<file path="config.mk">
export PLATFORM = sky130hd
export DESIGN_NAME = png_ingress_fifo
export DESIGN_NICKNAME = d
export VERILOG_FILES = /design/src/rtl/png_ingress_fifo.sv
export SDC_FILE = /design/constraint.sdc
export NUM_CORES = 1
export LEC_CHECK = 0
export ABC_AREA = 1
export ABC_CLOCK_PERIOD_IN_PS = 18600
export CAP_MARGIN = 20
export CORE_MARGIN = 2
export CORE_UTILIZATION = 50
export DETAILED_ROUTE_END_ITERATION = 7
export GPL_ROUTABILITY_DRIVEN = 0
export PLACE_DENSITY = 0.76
export SYNTH_ARGS = -nofsm -noshare
export SYNTH_HDL_FRONTEND = slang
export SYNTH_SLANG_ARGS = --single-unit
</file>
<file path="constraint.sdc">
create_clock -name clk -period 18.6 [get_ports clk]
set_input_delay 2.79 -clock clk [delete_from_list [all_inputs] [get_ports clk]]
set_output_delay 2.79 -clock clk [all_outputs]
set_load 0.05 [all_outputs]
</file>
<file path="src/rtl/png_ingress_fifo.sv">
// FWFT ingress buffer feeding the hard_png decoder: payload plus ip/port tag per entry.
// Optional saturating drop counter enabled by defining PNG_BUF_DROP_CNT_EN.
module png_ingress_fifo #(
    parameter int DATA_W = 336,
    parameter int DEPTH  = 4,
    parameter int IP_W   = 32,
    parameter int PORT_W = 16,
    localparam int CNT_W = $clog2(DEPTH + 1)
) (
    input  logic              clk,
    input  logic              rst,
    input  logic              flush,
    input  logic              in_valid,
    output logic              in_ready,
    input  logic [DATA_W-1:0] in_data,
    input  logic [IP_W-1:0]   in_ip,
    input  logic [PORT_W-1:0] in_port,
    output logic              out_valid,
    input  logic              out_ready,
    output logic [DATA_W-1:0] out_data,
    output logic [IP_W-1:0]   out_ip,
    output logic [PORT_W-1:0] out_port,
    output logic [CNT_W-1:0]  level,
    output logic              overflow
`ifdef PNG_BUF_DROP_CNT_EN
    ,
    output logic [15:0]       drop_cnt
`endif
);

    localparam int PTR_W   = $clog2(DEPTH);
    localparam int ENTRY_W = DATA_W + IP_W + PORT_W;

    logic [ENTRY_W-1:0] mem_r [DEPTH];
    logic [PTR_W-1:0]   wr_ptr_r;
    logic [PTR_W-1:0]   rd_ptr_r;
    logic [CNT_W-1:0]   level_r;
    logic [CNT_W-1:0]   level_nxt_s;
    logic               overflow_r;
    logic               in_ready_s;
    logic               out_valid_s;
    logic               push_s;
    logic               pop_s;
    logic               drop_s;
    logic [ENTRY_W-1:0] head_s;

    // Readiness is a function of the registered level only, so a pop never admits a push when full.
    assign in_ready_s  = (level_r < CNT_W'(DEPTH));
    assign out_valid_s = (level_r != {CNT_W{1'b0}});
    assign push_s      = in_valid & in_ready_s;
    assign pop_s       = out_valid_s & out_ready;
    assign drop_s      = in_valid & ~in_ready_s;

    assign in_ready  = in_ready_s;
    assign out_valid = out_valid_s;
    assign level     = level_r;
    assign overflow  = overflow_r;
    assign head_s    = mem_r[rd_ptr_r];

    // Next occupancy from the push/pop pair.
    always_comb begin
        level_nxt_s = level_r;
        case ({push_s, pop_s})
            2'b10:   level_nxt_s = level_r + CNT_W'(1'b1);
            2'b01:   level_nxt_s = level_r - CNT_W'(1'b1);
            default: level_nxt_s = level_r;
        endcase
    end

    // Head entry presented combinationally, zeroed while empty.
    always_comb begin
        out_data = {DATA_W{1'b0}};
        out_ip   = {IP_W{1'b0}};
        out_port = {PORT_W{1'b0}};
        if (out_valid_s) begin
            out_data = head_s[ENTRY_W-1 -: DATA_W];
            out_ip   = head_s[PORT_W +: IP_W];
            out_port = head_s[PORT_W-1:0];
        end else begin
            out_data = {DATA_W{1'b0}};
            out_ip   = {IP_W{1'b0}};
            out_port = {PORT_W{1'b0}};
        end
    end

    // Storage write; contents need no reset since level gates visibility.
    always_ff @(posedge clk) begin
        if (push_s && !flush) begin
            mem_r[wr_ptr_r] <= {in_data, in_ip, in_port};
        end
    end

    // Pointers, occupancy and sticky overflow; flush overrides push, pop and drop.
    always_ff @(posedge clk or posedge rst) begin
        if (rst) begin
            wr_ptr_r   <= {PTR_W{1'b0}};
            rd_ptr_r   <= {PTR_W{1'b0}};
            level_r    <= {CNT_W{1'b0}};
            overflow_r <= 1'b0;
        end else if (flush) begin
            wr_ptr_r   <= {PTR_W{1'b0}};
            rd_ptr_r   <= {PTR_W{1'b0}};
            level_r    <= {CNT_W{1'b0}};
            overflow_r <= 1'b0;
        end else begin
            if (push_s) wr_ptr_r <= wr_ptr_r + PTR_W'(1'b1);
            if (pop_s)  rd_ptr_r <= rd_ptr_r + PTR_W'(1'b1);
            level_r <= level_nxt_s;
            if (drop_s) overflow_r <= 1'b1;
        end
    end

`ifdef PNG_BUF_DROP_CNT_EN
    logic [15:0] drop_cnt_r;

    // Saturating count of dropped writes.
    always_ff @(posedge clk or posedge rst) begin
        if (rst) begin
            drop_cnt_r <= 16'h0000;
        end else if (flush) begin
            drop_cnt_r <= 16'h0000;
        end else if (drop_s && (drop_cnt_r != 16'hFFFF)) begin
            drop_cnt_r <= drop_cnt_r + 16'h0001;
        end else begin
            drop_cnt_r <= drop_cnt_r;
        end
    end

    assign drop_cnt = drop_cnt_r;
`endif

endmodule

</file>
==> results by group <==
STA
  – Final Slew Violations: 0
  – Fin crit period: 9470 ps
  – Clk_skew: 47.5 ps
  – Final period util: 50.9%
  – RSZ-0062 raised after global routing: no
  – Relative slew margins: 16.5%
  – Max Clk Rate: 106 MHz
  – WHS: 566 ps
  – Worst-Margin Slew: 1250 ps
  – Number of hold violations in the final report: 0
  – Final setup viols: 0

Floorplanning
  – Core Area: 0.118 mm²
  – Die X: 350 µm
  – Die height: 350 µm
  – Initial Util: 50.5%
  – Num ports: 779
  – FP Rows: 126
  – Die Footprint: 0.122 mm²

Cells and area
  – NumNets Final: 5666
  – Layout area overhead: 22.7%
  – Post-route insts no fill: 7027
  – Layout cell share with drive strength beyond 1: 5.06%
  – Final Cell Area: 0.0734 mm²

Worst setup path
  – Worst Path Required: 15810 ps
  – Worst r2r dst: mem_r[3][294]$_DFFE_PP_
  – Worst Path Max Fanout: 90
  – Critical path class: reg2out
  – R2r setup slk: 13530 ps
  – CP Launch Type: flip-flop
  – CP Data Arrival Time: 6680 ps
  – Crit Reg-Reg Startpoint: level[2]$_DFFE_PP0P_
  – Reg2Reg Depth: 6
  – Crit path capture type: output pin

Clock tree
  – Post-CTS Hold Fix Bufs: 0
  – Post-CTS Setup Bufs: 0
  – H-Tree Depth: 4
  – CTS resizes: 0
  – Worst-path clk slew: 60 ps
  – Clock root buffer master: clkbuf_16
  – Latest clock arrival within the worst-skew pair: 750 ps
  – Number of buffers created by CTS: 152
  – Clock Tree Buf Depth: 3
  – CTS tree: yes
  – Clock sink count: 1544

Pwr
  – Worst vdd ir: 0.276 mV
  – Tot Pwr: 11.2 mW
  – Total power per unit cell area: 153 mW/mm²
  – Leakage power: 24.3 nW

Place
  – Dpl cells: 6716
  – Dpl cell area: 0.0684 mm²
  – Port buffer count: 778
  – DP Wirelength: 83200 µm

Yosys
  – Most common cell in the synthesized netlist: nor2_1
  – Yosys reg bits: 1544
  – Syn_area_per_cell: 13.0 µm²
  – Mapped Area: 0.0598 mm²
  – Synth cell types: 24
  – Main synth FF type: edfxtp_1
  – Yosys top cell by area: edfxtp_1
  – Synthesized instance count: 4593
  – Most instantiated cells after synthesis: nor2_1 (1547), edfxtp_1 (1536), o21ai_0 (710), a21oi_1 (386), buf_2 (126)
  – Seq/Total Area, Yosys: 77.4%
  – Post-synth top area share: 77.1%
  – EDFF count, synth: 1536
  – Ys Warns: 0
  – Syn nets: 4987
  – FFs w/ async S/R, synth: 0.518%
  – Synth area leaders: edfxtp_1 (77%), nor2_1 (9.7%), o21ai_0 (5.9%)

Worst hold path
  – Worst hold start: wr_ptr_r[1]$_DFFE_PP0P_
  – Worst hold path endpoint: wr_ptr_r[1]$_DFFE_PP0P_
  – Hold depth: 2
  – Hold Path Class: reg2reg

Routing
  – Via density: 5.50
  – Routed vias: 38614
  – DR WL/cell: 21.2 µm
  – DRC: 0
  – Drt pass-1 iters: 5
  – Initial DRC count: 3618
  – Routed Antenna Nets: 0
  – Routed Wire Length: 149000 µm

Global routing
  – Vias in the first global route: 37202
  – Initial antenna violation count: 51
  – Largest net degree at the start of global routing: 231
  – Total GRT Usage: 23.4%
  – Grt ovf: 0
  – First-pass GRT wire length: 219000 µm

Flow run
  – Maxcap violations: 0

Outcome
  – Outcome: complete, no violations
critical path: stages (launching register included):
cell	delay (ps)
dfrtp_4	830
buf_4	770
buf_4	870
buf_4	820
buf_4	880
nor2_1	110
nor2_1	130
o21ai_0	120
a21oi_1	320
clkdlybuf4s50_1	860
where the power goes:
group | switching [mW] | internal (mW) | leakage (nW)
Combinational | 3.09 | 1.14 | 7.85
Sequential | 0.0477 | 3.98 | 14.1
Clock | 1.26 | 1.70 | 2.38
Total | 4.40 | 6.82 | 24.3
per-stage QoR:
step / TNS, ps / setup slack (ps) / utilization, %
final: 0 / 9130 / 62.0
after global routing: 0 / 8860 / 62.0
after CTS: 0 / 9170 / 61.9
after detailed placement: 0 / 10060 / 57.8
after global placement: 0 / 10190 / 57.8
after floorplan: -2476790 / -1610 / -
how the worst max path moves through the flow:
stage	depth (start not counted)	slack, ps	start	endpoint
CTS	9	9170	rd_ptr_r[0]$_DFFE_PP0P_	out_data[253]
global route	9	8860	rd_ptr_r[0]$_DFFE_PP0P_	out_data[214]
detailed placement	9	10060	rd_ptr_r[0]$_DFFE_PP0P_	out_data[214]
finish	9	9130	rd_ptr_r[0]$_DFFE_PP0P_	out_data[253]
floorplan	4	-1610	in_valid	mem_r[0][0]$_DFFE_PP_
global placement	9	10190	rd_ptr_r[0]$_DFFE_PP0P_	out_data[214]
registers in the layout, indices dropped and copies added (netlist names):
name,cells
rd_ptr_r,2
wr_ptr_r,2
level,3
overflow,1
mem_r,1536
layout make-up:
class                   instances  area, µm²
clock buffers                 189       4120
well taps                    1600       2000
flip-flops and latches       1544      46300
diodes                         33       82.6
clock inverters                87        713
repair buffers                823       8250
fillers                      8513      45000
multi-input cells            2733      11800
inverters                      18       98.8
cell usage in the layout (no fill, tap or decap), drive strengths merged:
cell type	instances
o21ai	770
fa	1
clkinvlp	4
edfxtp	1536
nand4	1
clkinv	68
buf	45
o21bai	1
ha	4
dfrtp	8
nand3	5
inv	24
nand2	15
nor3	1
clkbuf	189
diode	33
nor2	1547
a21oi	386
xor2	1
or2	1
clkdlybuf4s50	778
bufinv	9
metal layers:
layer | wire [µm] | track usage [%] | vias to the layer above
li1 | - | - | 17794
met1 | 55800 | 29.1 | 18876
met5 | 261 | 0 | -
met4 | 5750 | 10.8 | 38
met2 | 74500 | 38.6 | 1583
met3 | 12900 | 6.17 | 323
logic make-up (layout without fill, tap and decap cells):
| kind of cell | count (synthesis) | count (layout) | share of synthesized area, % |
|---|---|---|---|
| xor gates and xnor gates | 1 | 1 | 0.0146 |
| DFF | 1544 | 1544 | 77.4 |
| AOI/OAI and AO/OA | 1157 | 1157 | 9.68 |
| adders and majority gates | 5 | 5 | 0.117 |
| and+or+nand+nor | 1570 | 1570 | 9.87 |
| buffers and inverters | 316 | 1117 | 2.87 |
| other | 0 | 33 | 0 |
Power figures use the tool's default switching activity.
